**src/rtl/mf_template_injector.sv**
```systemverilog
// mf_template_injector: adds the time-reversed 42-tap matched-filter
// template into one channel's 8-lane SSR stream for calibration.
// Ports: aclk, aresetn (async, active-low); data_i/data_o live and
//   injected samples, lane i at [NBITS*i +: NBITS], 1-clock latency;
//   trig_i/phase_i/shift_i start a play; busy_o, done_o, trig_lost_o.
// Option: MF_INJ_SATURATE_EN -> saturating add plus sticky sat_o.
module mf_template_injector #(
  parameter int NBITS  = 12,
  parameter int NSAMPS = 8
) (
  input  logic                    aclk,
  input  logic                    aresetn,
  input  logic [NBITS*NSAMPS-1:0] data_i,
  input  logic                    trig_i,
  input  logic [2:0]              phase_i,
  input  logic [3:0]              shift_i,
  output logic [NBITS*NSAMPS-1:0] data_o,
  output logic                    busy_o,
  output logic                    done_o,
  output logic                    trig_lost_o
`ifdef MF_INJ_SATURATE_EN
  ,
  output logic [NSAMPS-1:0]       sat_o
`endif
);

  localparam int TLEN = 42;
  localparam logic [3:0] SMAX = 4'(NBITS - 4);

  typedef enum logic [1:0] {
    IDLE,
    PLAY,
    DONE
  } state_t;

  state_t     state;
  logic [2:0] beat_q;
  logic [2:0] phase_q;
  logic [3:0] shift_q;

  function automatic logic signed [3:0] tmpl(
    input logic [5:0] k
  );
    unique case (k)
      6'd0, 6'd1, 6'd4, 6'd6, 6'd17, 6'd19,
      6'd25, 6'd26, 6'd27, 6'd28, 6'd35, 6'd36:
        tmpl = 4'sd1;
      6'd2, 6'd15, 6'd21, 6'd22, 6'd23,
      6'd30, 6'd31, 6'd32, 6'd40, 6'd41:
        tmpl = -4'sd1;
      6'd3, 6'd13, 6'd14: tmpl = -4'sd2;
      6'd11, 6'd18:       tmpl = 4'sd2;
      6'd5, 6'd10:        tmpl = 4'sd4;
      6'd7, 6'd8:         tmpl = -4'sd4;
      default:            tmpl = 4'sd0;
    endcase
  endfunction

  logic       accept;
  logic       inj_en;
  logic [2:0] cur_beat;
  logic [2:0] cur_phase;
  logic [3:0] cur_shift;
  logic [3:0] shift_in;
  logic [2:0] last_beat;

  // DONE accepts a new trigger so back-to-back plays have no gap.
  assign accept    = trig_i && (state != PLAY);
  assign inj_en    = accept || (state == PLAY);
  assign shift_in  = (shift_i > SMAX) ? SMAX : shift_i;
  // Beat 0 uses the live request so it lands with the trigger.
  assign cur_beat  = accept ? 3'd0 : beat_q;
  assign cur_phase = accept ? phase_i : phase_q;
  assign cur_shift = accept ? shift_in : shift_q;
  assign last_beat = (phase_q == 3'd7) ? 3'd6 : 3'd5;

  logic [NBITS*NSAMPS-1:0] data_nxt;
`ifdef MF_INJ_SATURATE_EN
  logic [NSAMPS-1:0] clip;
`else
  logic [NSAMPS-1:0] unused_msb;
`endif

  always_comb begin
    logic [6:0]            slot;
    logic [6:0]            k;
    logic signed [3:0]     t;
    logic signed [NBITS:0] inj;
    logic signed [NBITS:0] sum;
    data_nxt = '0;
    slot     = '0;
    k        = '0;
    t        = '0;
    inj      = '0;
    sum      = '0;
`ifdef MF_INJ_SATURATE_EN
    clip = '0;
`else
    unused_msb = '0;
`endif
    for (int l = 0; l < NSAMPS; l++) begin
      // Stream slot of this lane; template index = slot - phase.
      slot = {1'b0, cur_beat, 3'(l)};
      k    = slot - {4'd0, cur_phase};
      t    = tmpl(k[5:0]);
      inj  = '0;
      if (inj_en && slot >= {4'd0, cur_phase}
          && k < 7'(TLEN))
        inj = {{(NBITS-3){t[3]}}, t} << cur_shift;
      sum = $signed({data_i[NBITS*l+NBITS-1],
                     data_i[NBITS*l +: NBITS]}) + inj;
`ifdef MF_INJ_SATURATE_EN
      if (sum[NBITS] != sum[NBITS-1]) begin
        clip[l] = 1'b1;
        data_nxt[NBITS*l +: NBITS] = sum[NBITS]
          ? {1'b1, {(NBITS-1){1'b0}}}
          : {1'b0, {(NBITS-1){1'b1}}};
      end else begin
        data_nxt[NBITS*l +: NBITS] = sum[NBITS-1:0];
      end
`else
      unused_msb[l] = sum[NBITS];
      data_nxt[NBITS*l +: NBITS] = sum[NBITS-1:0];
`endif
    end
  end

  always_ff @(posedge aclk or negedge aresetn) begin
    if (!aresetn) begin
      state       <= IDLE;
      beat_q      <= '0;
      phase_q     <= '0;
      shift_q     <= '0;
      data_o      <= '0;
      busy_o      <= 1'b0;
      done_o      <= 1'b0;
      trig_lost_o <= 1'b0;
    end else begin
      data_o      <= data_nxt;
      done_o      <= 1'b0;
      trig_lost_o <= 1'b0;
      if (accept) begin
        phase_q <= phase_i;
        shift_q <= shift_in;
      end
      unique case (state)
        IDLE: begin
          if (trig_i) begin
            state  <= PLAY;
            beat_q <= 3'd1;
            busy_o <= 1'b1;
          end else begin
            busy_o <= 1'b0;
          end
        end
        PLAY: begin
          trig_lost_o <= trig_i;
          beat_q      <= beat_q + 3'd1;
          if (beat_q == last_beat)
            state <= DONE;
        end
        DONE: begin
          done_o <= 1'b1;
          if (trig_i) begin
            state  <= PLAY;
            beat_q <= 3'd1;
            busy_o <= 1'b1;
          end else begin
            state  <= IDLE;
            beat_q <= '0;
            busy_o <= 1'b0;
          end
        end
        default: state <= IDLE;
      endcase
    end
  end

`ifdef MF_INJ_SATURATE_EN
  always_ff @(posedge aclk or negedge aresetn) begin
    if (!aresetn)
      sat_o <= '0;
    else
      sat_o <= (accept ? '0 : sat_o) | clip;
  end
`endif

endmodule
```
**config.mk**
```make
export PLATFORM = sky130hd
export DESIGN_NAME = mf_template_injector
export DESIGN_NICKNAME = d
export VERILOG_FILES = /design/src/rtl/mf_template_injector.sv
export SDC_FILE = /design/constraint.sdc
export NUM_CORES = 1
export LEC_CHECK = 0
export ABC_CLOCK_PERIOD_IN_PS = 6900
export CORE_ASPECT_RATIO = 0.7
export CORE_MARGIN = 2
export CORE_UTILIZATION = 56
export DETAILED_ROUTE_END_ITERATION = 6
export PLACE_DENSITY_LB_ADDON = 0.08
export REMOVE_ABC_BUFFERS = 1
export SYNTH_ARGS = -nofsm -noshare
export SYNTH_HDL_FRONTEND = slang
export SYNTH_SLANG_ARGS = --single-unit
```
**constraint.sdc**
```tcl
create_clock -name aclk -period 6.9 [get_ports aclk]
set_clock_uncertainty 0.2 [all_clocks]
set_input_delay 1.035 -clock aclk [delete_from_list [all_inputs] [get_ports aclk]]
set_output_delay 1.035 -clock aclk [all_outputs]
set_load 0.03 [all_outputs]
```
## Word-level counts from Yosys, hierarchy flattened

Memory sizes are Yosys's and may differ from the RTL's.
Cells that the tools add are included.

| word-level totals | value |
|---|---|
| register bits | 111 |
| bits in latches | 0 |
| bits in writable memories | 0 |
| memory bits (read-only) | 2048 |
| input bits | 106 |
| logic and storage cells | 109 |
| memories | 8 |

| cells by class | value |
|---|---|
| add/sub/neg operators | 17 |
| multiply operators | 0 |
| divide/modulo/power cells | 0 |
| order comparisons | 16 |
| eq/ne operators | 7 |
| shift operators | 8 |
| multiplexer cells | 23 |
| bitwise operators | 0 |
| reduce and logical (&&, ||, !) cells | 22 |

Memories:

| memory | words | bits a word | read ports | clocked after memory_dff | wr ports | line | source |
|---|---|---|---|---|---|---|---|
| (no name shown) | 64 | 4 | 1 | 0 | 0 | 44 | `unique case (k)` |
| (no name shown) | 64 | 4 | 1 | 0 | 0 | 44 |  |
| (no name shown) | 64 | 4 | 1 | 0 | 0 | 44 |  |
| (no name shown) | 64 | 4 | 1 | 0 | 0 | 44 |  |
| (no name shown) | 64 | 4 | 1 | 0 | 0 | 44 |  |
| (no name shown) | 64 | 4 | 1 | 0 | 0 | 44 |  |
| +2 memories | - | - | - | - | - | - |  |

Operators with widths:

| cell | count |
|---|---|
| 13-bit by 4-bit left shift with 12-bit output | 8 |
| 12-bit adder | 8 |
| 12-bit two-way mux | 8 |
| 7-bit by 6-bit less-than comparator with 1-bit output, second input constant | 8 |
| 6-bit by 3-bit subtractor with 7-bit output | 8 |
| 6-bit by 3-bit greater-or-equal comparator with 1-bit output | 7 |
| 1-bit logical AND | 16 |
| 3-bit two-way mux | 3 |
| 3-bit case mux with 3 select lines | 1 |
| 4-bit two-way mux | 2 |
| 2-bit two-way mux | 3 |
| 2-bit case mux with 3 select lines | 1 |
| 1-bit two-way mux | 5 |
| 4-bit greater-than comparator, second input constant | 1 |
| 2-bit by 1-bit != test with 1-bit output, second input constant | 2 |
| 2-bit AND reduction | 2 |
| 3-bit by 1-bit adder with 3-bit output, second input constant | 1 |
| 3-bit equality test | 1 |
| 3-bit equality test, second input constant | 1 |
| 3-bit nonzero test | 1 |
| 2-bit by 1-bit equality test with 1-bit output, second input constant | 1 |
| 2-bit equality test, second input constant | 1 |
| 2-bit zero test | 1 |
| 2-bit != test, second input constant | 1 |
| 2 further kinds | 2 |

## Longest topological paths before layout

Gate-level depths: netlist of the first run.

| depth | value |
|---|---|
| word-level depth | 8 |
| depth in mapped cells | 32 |

## Worst setup path after synthesis of the first run

OpenSTA, ideal clock, no wires.

| path | value |
|---|---|
| path type | input-to-reg |
| start point | input trig_i |
| end point | register data_o[71] |
| setup time | 134 ps |
| data arrival time | 6346 ps |
| required time | 6566 ps |
| slack | 221 ps |
| stages | 27 |
| path through | and2b_1 buf_6 buf_6 buf_6 buf_4 buf_2 o21ai_0 ha_1 inv_1 a21oi_1 nor2_1 a211o_1 a32oi_1 a21oi_1 a21oi_1 inv_1 nor3_1 ha_1 a21o_1 a21oi_1 nor2b_1 o41ai_1 o21ai_0 o21a_1 o21ai_0 nand2b_1 xnor3_1 |

| on the way | value |
|---|---|
| cells in the longest elaborated chain, start to end | 7 |
| elaborated cells between the ends (all ways) | 14 |

Ends and longest elaborated chain:

| what | line | source |
|---|---|---|
| start, declared | 14 | `input logic trig_i,` |
| 1-bit logical AND * | 68 | `assign accept = trig_i && (state != PLAY);` |
| 3-bit two-way mux, on equally long branches | - |  |
| 6-bit by 3-bit subtractor with 7-bit output / 6-bit by 3-bit greater-or-equal comparator with 1-bit output (equally long branches) | 104, 107 |  |
| memory 64 x 4 bit (tied with other cells) | - |  |
| 13-bit by 4-bit left shift with 12-bit output / 1-bit logical AND (equally long branches) | 109, 108 |  |
| 12-bit two-way mux * | 107 | `if (inj_en && slot >= {4'd0, cur_phase}` |
| 12-bit adder * | 111 | `data_i[NBITS*l +: NBITS]}) + inj;` |
| named net data_nxt[71] | 77 | `logic [NBITS*NSAMPS-1:0] data_nxt;` |
| end signal, assigned | 139 | `data_o <= data_nxt;` |
| end, declared | 17 | `output logic [NBITS*NSAMPS-1:0] data_o,` |

The timed path passes the listed nets; every way through them passes the cells marked *.
A chain may end at the register's enable or synchronous reset.

## Final worst setup path of the first run

| path | value |
|---|---|
| start point | input trig_i |
| end point | register data_o[35] |

| on the way | value |
|---|---|
| cells in the longest elaborated chain, start to end | 7 |
| elaborated cells between the ends (all ways) | 14 |

Ends and longest elaborated chain:

| what | line | source |
|---|---|---|
| 1-bit logical AND * | 68 |  |
| 3-bit two-way mux * | - |  |
| named net cur_phase[1] | 62 | `logic [2:0] cur_phase;` |
| 6-bit by 3-bit subtractor with 7-bit output / 6-bit by 3-bit greater-or-equal comparator with 1-bit output (equally long branches) | 104, 107 |  |
| memory 64 x 4 bit (tied with other cells) | - |  |
| 13-bit by 4-bit left shift with 12-bit output / 1-bit logical AND (equally long branches) | 109, 108 |  |
| 12-bit two-way mux * | 107 |  |
| 12-bit adder * | 111 |  |
| named net data_nxt[35] | 77 |  |

Marked as above.

==> results.json, run 1 <==
{
  "status": "finished, violations left",
  "violations_in_the_final_reports": "DRC",
  "seqCellArea_um2": 2780,
  "die_w_um": 187,
  "share_of_power_burned_in_combinational_logic": 0.828,
  "gp_congestion": 1.13,
  "cell_int_power_uw": 4340,
  "synthXorXnorAreaFrac": 0.0547,
  "achievable-frequency_ghz": 0.151,
  "post_synth_adder_cell_area": 0.122,
  "synthCells": 1672,
  "mappedNetlistArea_um2": 13100,
  "worst-path-max-fanout": 20,
  "synthFlopType": "sky130_fd_sc_hd__dfrtp_1",
  "dominant_combinational_cell_family_by_area_after_synthesis": "compound AO/OA/AOI/OAI gates",
  "initial_utilization": 0.575,
  "mostFrequentLayoutCell": "sky130_fd_sc_hd__clkdlybuf4s50_1",
  "detailedRoute.firstIterationViolations": 1913,
  "number_of_nets_still_failing_antenna_checks_after_routing": 0,
  "dr_total_vias": 15100,
  "grt_overflow_total": 0,
  "nets": 2134,
  "global_route.usage.total": 0.397,
  "seqPwrFrac": 0.115,
  "die_height_um": 132,
  "synth_edf_count": 0,
  "finalCriticalPeriod_ns": 6.61,
  "ys_ff_latch": 111,
  "synth_simple_gate_area_frac": 0.204,
  "critical_path.startpoint_type": "primary input",
  "synth.mux.area_fraction": 0.0273,
  "grt_first_pass_wirelength_um": 78200,
  "grt_start_max_net_pins": 59,
  "post_drt_wl_per_cell_um": 22.7,
  "drive_gt1_frac": 0.117,
  "multiInputGateArea_um2": 9680,
  "cts_tree": "done",
  "cts.reportedPaths.clkPinSlew_ns": 0.08,
  "holdCritPathClass": "register to register",
  "row_count": 46,
  "route.final.wire_length_um": 50400,
  "capturing_element_type_of_the_critical_path": "register",
  "synth_cell_type_count": 108,
  "net-switching-power_uw": 5270,
  "netSwitchingFraction": 0.548,
  "netlist.area_leader.share": 0.211,
  "ys_top_cells_by_area": "sky130_fd_sc_hd__dfrtp_1 21%, sky130_fd_sc_hd__ha_1 11%, sky130_fd_sc_hd__a21oi_1 4.9%, sky130_fd_sc_hd__nor2_1 4.9%, sky130_fd_sc_hd__xnor2_1 4.4%",
  "worst_slew_pin_slew_ns": 0.890,
  "most-common-layout-cells": "203 x sky130_fd_sc_hd__clkdlybuf4s50_1, 170 x sky130_fd_sc_hd__nor2_1, 128 x sky130_fd_sc_hd__a21oi_1",
  "ctsRootBufferMaster": "sky130_fd_sc_hd__clkbuf_16",
  "antenna_found_initial": 1,
  "synth_largest_area_cell": "sky130_fd_sc_hd__dfrtp_1",
  "grt_pass1_vias": 14400,
  "hpwlAfterDp_um": 37900,
  "clock_tree.buffer_depth": 2,
  "h-tree-depth": 3,
  "drc_errors": 1,
  "maxSlewViolCount": 0,
  "rsz0062_at_grt": "false",
  "static-leakage-power_uw": 0.00695,
  "pin_count": 205,
  "report.final.hold_viol_count": 0,
  "area.growth.synth_to_final_pct": 24.9,
  "async_flop_share": 1.00,
  "final_min_period_over_clock_period": 0.958,
  "viasPerCell": 6.77,
  "portBuffers": 204,
  "tritoncts_sink_count": 111,
  "fill_cells": 1818,
  "max_cap_violations": 0,
  "synth-warning-count": 0,
  "timing_worst_setup_path_type": "primary input to register",
  "placeableCoreArea_um2": 22800,
  "syn-mean-instance-area_um2": 7.86,
  "number_of_buffers_created_by_cts": 9,
  "clkPwrFrac": 0.057,
  "vdd.ir_drop.worst_mv": 0.354,
  "cellPowerDensity_nw_per_um2": 586,
  "final.hold.worst_slack_ns": 0.356,
  "slew_headroom": 0.404,
  "setup_viol": 0,
  "worst_ep_required_time_ns": 7.01,
  "detail_route.first_pass.iterations": 7,
  "share_of_the_synthesized_area_in_compound_gates_ao_oa_aoi_oai": 0.324,
  "dieArea_um2": 24700,
  "yosysSeqAreaShare": 0.211,
  "finish.utilization": 0.719,
  "critPathArrivalTime_ns": 6.72,
  "worst_skew_pair.late_latency_ns": 0.38,
  "postCtsSetupRepairBufs": 0
}
==> power groups by stage <==
stage          clock network (uW)  logic [uW]  registers [uW]
2_1_floorplan                   0        4390            1690
3_3_place_gp                    0        7480            1100
5_1_grt                       577        8450            1130
4_1_cts                       553        7640            1100
6_report                      550        7970            1100
3_5_place_dp                    0        7580            1110
==> routing by layer <==
metal	track usage	wire (um)	vias to the layer above	share of wire
met5	0	0	-	0
met3	0.155	7690	191	0.15
met1	0.522	20000	6966	0.40
li1	-	-	6740	-
met2	0.574	20400	1153	0.41
met4	0.183	2290	0	0.046
==> sequential cells by signal, summed over array words and instances, names as in the netlist <==
register / count
beat_q: 3
busy_o: 1
data_o: 96
done_o: 1
phase_q: 3
shift_q: 4
state: 2
trig_lost_o: 1
==> worst paths after layout <==
kind | depth (start not counted) | end | slack [ns] | start
min in group asynchronous | 1 | data_o[8] | 0.48 | aresetn
setup / recovery | 24 | data_o[35] | 0.29 | trig_i
hold / removal | 1 | busy_o | 0.36 | busy_o
setup reg to reg | 25 | data_o[35] | 0.50 | state[1]
max in group asynchronous | 2 | data_o[61] | 4.76 | aresetn
hold reg to reg | 1 | busy_o | 0.36 | busy_o
==> through the flow <==
step	instances	total power [uW]	setup slack (ns)	instance area [um^2]	setup TNS, ns
6_report	2224	9620	0.287	16400	0
5_1_grt	2222	10200	0.00705	16400	0
4_1_cts	2222	9290	0.263	16400	0
3_5_place_dp	2206	8690	-0.128	16100	-0.215
3_3_place_gp	2206	8580	0.140	16100	0
2_1_floorplan	1570	6080	-0.963	12700	-6.29
==> critical path, cell delays in order <==
cell and delay [ns]:
sky130_fd_sc_hd__clkdlybuf4s50_1 0.47, sky130_fd_sc_hd__buf_4 0.21, sky130_fd_sc_hd__nand3b_1 0.14, sky130_fd_sc_hd__o21ai_2 0.09, sky130_fd_sc_hd__buf_4 0.25, sky130_fd_sc_hd__ha_1 0.31
sky130_fd_sc_hd__inv_1 0.09, sky130_fd_sc_hd__ha_1 0.36, sky130_fd_sc_hd__buf_4 0.29, sky130_fd_sc_hd__nor4_1 0.13, sky130_fd_sc_hd__a311oi_2 0.38, sky130_fd_sc_hd__a21boi_0 0.51
sky130_fd_sc_hd__a211oi_2 0.19, sky130_fd_sc_hd__a22oi_1 0.30, sky130_fd_sc_hd__nor2_1 0.09, sky130_fd_sc_hd__ha_1 0.32, sky130_fd_sc_hd__a21oi_1 0.22, sky130_fd_sc_hd__o21bai_1 0.10
sky130_fd_sc_hd__a21oi_1 0.23, sky130_fd_sc_hd__nor2b_1 0.08, sky130_fd_sc_hd__o21a_1 0.20, sky130_fd_sc_hd__o31a_1 0.26, sky130_fd_sc_hd__o41ai_1 0.31, sky130_fd_sc_hd__xnor2_1 0.17
==> kinds of logic (layout without fill, tap and decap cells) <==
| family | count (synthesis) | after routing |
|---|---|---|
| xor gates and xnor gates | 78 | 78 |
| AOI/OAI and AO/OA | 598 | 598 |
| other | 0 | 2 |
| and+or+nand+nor | 556 | 556 |
| DFF | 111 | 111 |
| muxes | 33 | 33 |
| buffers and inverters | 173 | 411 |
| adders and majority gates | 123 | 123 |
==> cells in the mapped netlist (20+ instances only) <==
cell and count:
sky130_fd_sc_hd__a211oi_1 35, sky130_fd_sc_hd__a21o_1 27, sky130_fd_sc_hd__a21oi_1 128, sky130_fd_sc_hd__a31oi_1 22, sky130_fd_sc_hd__buf_2 25, sky130_fd_sc_hd__clkbuf_1 57
sky130_fd_sc_hd__dfrtp_1 111, sky130_fd_sc_hd__ha_1 115, sky130_fd_sc_hd__inv_1 63, sky130_fd_sc_hd__mux2i_1 21, sky130_fd_sc_hd__nand2_1 114, sky130_fd_sc_hd__nand2b_1 20
sky130_fd_sc_hd__nand3_1 62, sky130_fd_sc_hd__nor2_1 170, sky130_fd_sc_hd__nor2b_1 26, sky130_fd_sc_hd__nor3_1 66, sky130_fd_sc_hd__o211ai_1 33, sky130_fd_sc_hd__o21a_1 21
sky130_fd_sc_hd__o21ai_0 81, sky130_fd_sc_hd__o21bai_1 20, sky130_fd_sc_hd__xnor2_1 66
==> final cells by class <==
class / instances / area share
multi-input cells: 1388 / 0.590
well taps: 312 / 0.0238
clock buffers: 13 / 0.0165
flip-flops and latches: 111 / 0.169
inverters: 71 / 0.0162
repair buffers: 324 / 0.183
clock inverters: 3 / 0.00160
diodes: 2 / 0.000305
==> what timing repair did <==
item,4_1_cts,5_1_grt
gates resized for setup,0,19
hold buffers,0,0
setup endpoints to repair,0,8
No activity file was read; power rests on OpenSTA's default activity.
==> inputs of run 2 (changes only) <==
- CORE_MARGIN: 2 -> not set
- SLEW_MARGIN: not set -> 10
==> run 2 against run 1 <==
The flow still finishes with violations (DRC). Clock-buffer cell count unchanged. Worst setup slack improved by 0.030 ns. Wire length decreased by 2.4%. Via count decreased by 1.2%. Cell count increased by 0.27%. Register-to-register slack improved by 0.13 ns. Sequential share of layout area about the same. Total power decreased by 0.47%. Combinational power decreased by 0.5%. Critical path type unchanged.
==> results.json, run 2 (synthesis results as in run 1) <==
{
  "status": "finished, violations left",
  "violations_in_the_final_reports": "DRC",
  "portBuffers": 204,
  "die_height_um": 130,
  "row_count": 46,
  "cts_tree": "done",
  "static-leakage-power_uw": 0.00698,
  "finished_cell_area_um2": 16400,
  "number_of_nets_still_failing_antenna_checks_after_routing": 0,
  "antennaDiodeCount": 0,
  "largest_register_ffs": 96,
  "clock_tree.buffer_depth": 2,
  "cellPowerDensity_nw_per_um2": 583,
  "worst_skew_pair.late_latency_ns": 0.39,
  "hpwlAfterDp_um": 37400,
  "timing_worst_setup_path_type": "primary input to register",
  "largest-register": "data_o",
  "final_min_period_over_clock_period": 0.954,
  "slew_headroom": 0.349,
  "area.growth.synth_to_final_pct": 25.0,
  "postCtsSetupRepairBufs": 0,
  "h-tree-depth": 3,
  "setup_viol": 0,
  "placeableCoreArea_um2": 22800,
  "finalCriticalPeriod_ns": 6.58,
  "finalNonFillerCells": 2230,
  "gp_congestion": 1.16,
  "globalRouteMet2Util": 0.587,
  "grt_first_pass_wirelength_um": 75000,
  "detailedRoute.firstIterationViolations": 1930,
  "worst_ep_required_time_ns": 7.00,
  "grt_start_max_net_pins": 64,
  "global_route.peak_usage_layer": "met2",
  "viasPerCell": 6.66,
  "global_route.usage.met1": 0.538,
  "critPathArrivalTime_ns": 6.68,
  "met3_usage": 0.144,
  "capturing_element_type_of_the_critical_path": "register",
  "dpl.cell_count": 2214,
  "reg.largest.list": "data_o (96), shift_q (4)",
  "vdd.ir_drop.worst_mv": 0.311,
  "pin_count": 205,
  "initial_utilization": 0.575,
  "achievable-frequency_ghz": 0.152,
  "drc_errors": 17,
  "drive_gt1_frac": 0.118,
  "mostFrequentLayoutCell": "sky130_fd_sc_hd__clkdlybuf4s50_1",
  "maxSlewViolCount": 0,
  "placed_area_um2": 16100,
  "global_route.usage.total": 0.404,
  "worst_slew_pin_slew_ns": 0.973,
  "ctsRootBufferMaster": "sky130_fd_sc_hd__clkbuf_16",
  "most-common-layout-cells": "203 x sky130_fd_sc_hd__clkdlybuf4s50_1, 170 x sky130_fd_sc_hd__nor2_1, 128 x sky130_fd_sc_hd__a21oi_1",
  "holdCritPathClass": "register to register",
  "die_w_um": 185,
  "route.final.wire_length_um": 49100,
  "worst-path-max-fanout": 13,
  "max_cap_violations": 0,
  "grt_overflow_total": 0,
  "tritoncts_sink_count": 111,
  "dieArea_um2": 24100,
  "nets": 2142,
  "post_drt_wl_per_cell_um": 22.0,
  "critical_path.startpoint_type": "primary input",
  "cts.reportedPaths.clkPinSlew_ns": 0.08,
  "detail_route.first_pass.iterations": 7,
  "antenna_found_initial": 0,
  "report.final.hold_viol_count": 0,
  "dr_total_vias": 14900,
  "cts_hold_buf": 0,
  "grt_pass1_vias": 13800,
  "number_of_buffers_created_by_cts": 9,
  "totalNegativeSetupSlack_ns": 0,
  "finish.utilization": 0.719
}
[run 2: path summary, 6_finish.rpt]
check | from | end | slack [ns] | cells past startpoint
hold / removal | busy_o | busy_o | 0.32 | 1
hold reg to reg | busy_o | busy_o | 0.32 | 1
setup reg to reg | state[1] | data_o[10] | 0.63 | 26
min in group asynchronous | aresetn | data_o[27] | 0.51 | 1
max in group asynchronous | aresetn | phase_q[0] | 4.82 | 2
setup / recovery | trig_i | data_o[35] | 0.32 | 26
[run 2: critical path, cell delays in order]
cell	delay [ns]
sky130_fd_sc_hd__clkdlybuf4s50_1	0.52
sky130_fd_sc_hd__buf_4	0.20
sky130_fd_sc_hd__nand3b_1	0.13
sky130_fd_sc_hd__o21ai_2	0.09
sky130_fd_sc_hd__buf_4	0.24
sky130_fd_sc_hd__ha_1	0.27
sky130_fd_sc_hd__inv_1	0.09
sky130_fd_sc_hd__ha_1	0.41
sky130_fd_sc_hd__clkinv_1	0.12
sky130_fd_sc_hd__buf_4	0.19
sky130_fd_sc_hd__a211oi_1	0.29
sky130_fd_sc_hd__o221ai_1	0.16
sky130_fd_sc_hd__o211ai_1	0.11
sky130_fd_sc_hd__a21boi_0	0.19
sky130_fd_sc_hd__a211oi_1	0.47
sky130_fd_sc_hd__a22oi_1	0.21
sky130_fd_sc_hd__nor2_1	0.17
sky130_fd_sc_hd__ha_1	0.27
sky130_fd_sc_hd__a21oi_1	0.22
sky130_fd_sc_hd__o21bai_1	0.10
sky130_fd_sc_hd__a21oi_1	0.23
sky130_fd_sc_hd__nor2b_1	0.08
sky130_fd_sc_hd__o21a_1	0.18
sky130_fd_sc_hd__o31a_1	0.26
sky130_fd_sc_hd__o41ai_2	0.27
sky130_fd_sc_hd__xnor2_1	0.17
[run 2: power by group]
part | leakage [uW] | total (uW) | internal (uW) | switching, uW
registers | 0.00131 | 1100 | 972 | 130
logic | 0.00554 | 7930 | 3100 | 4830
clock network | 0.000142 | 543 | 277 | 266
total | 0.00698 | 9570 | 4350 | 5230
[run 2: what timing repair did]
| action | 4_1_cts | 5_1_grt |
|---|---|---|
| gates resized for setup | 0 | 10 |
| endpoints found under the hold margin | 0 | 0 |
| setup endpoints to repair | 0 | 5 |
[run 2: layer usage]
layer / vias to the layer above / wire, um
li1: 6752 / -
met1: 6846 / 20100
met2: 1073 / 19700
met3: 191 / 7050
met4: 0 / 2270
met5: - / 0
[run 2: final cells by class]
cell class / instances / area (um^2)
sequential: 111 / 2780
multi-input combinational: 1388 / 9660
inverter: 71 / 267
clock buffer: 13 / 270
fill: 1758 / 6420
clock inverter: 3 / 25.0
timing repair buffer: 332 / 3040
tap: 312 / 390
[run 2: stage by stage]
| step | hold WS, ns | power (uW) | setup WS, ns |
|---|---|---|---|
| floorplan | 0.331 | 6080 | -0.963 |
| global placement | 0.293 | 8590 | 0.119 |
| detailed placement | 0.307 | 8680 | -0.0653 |
| CTS | 0.325 | 9280 | 0.289 |
| global route | 0.341 | 10100 | -0.00517 |
| finish | 0.318 | 9570 | 0.317 |
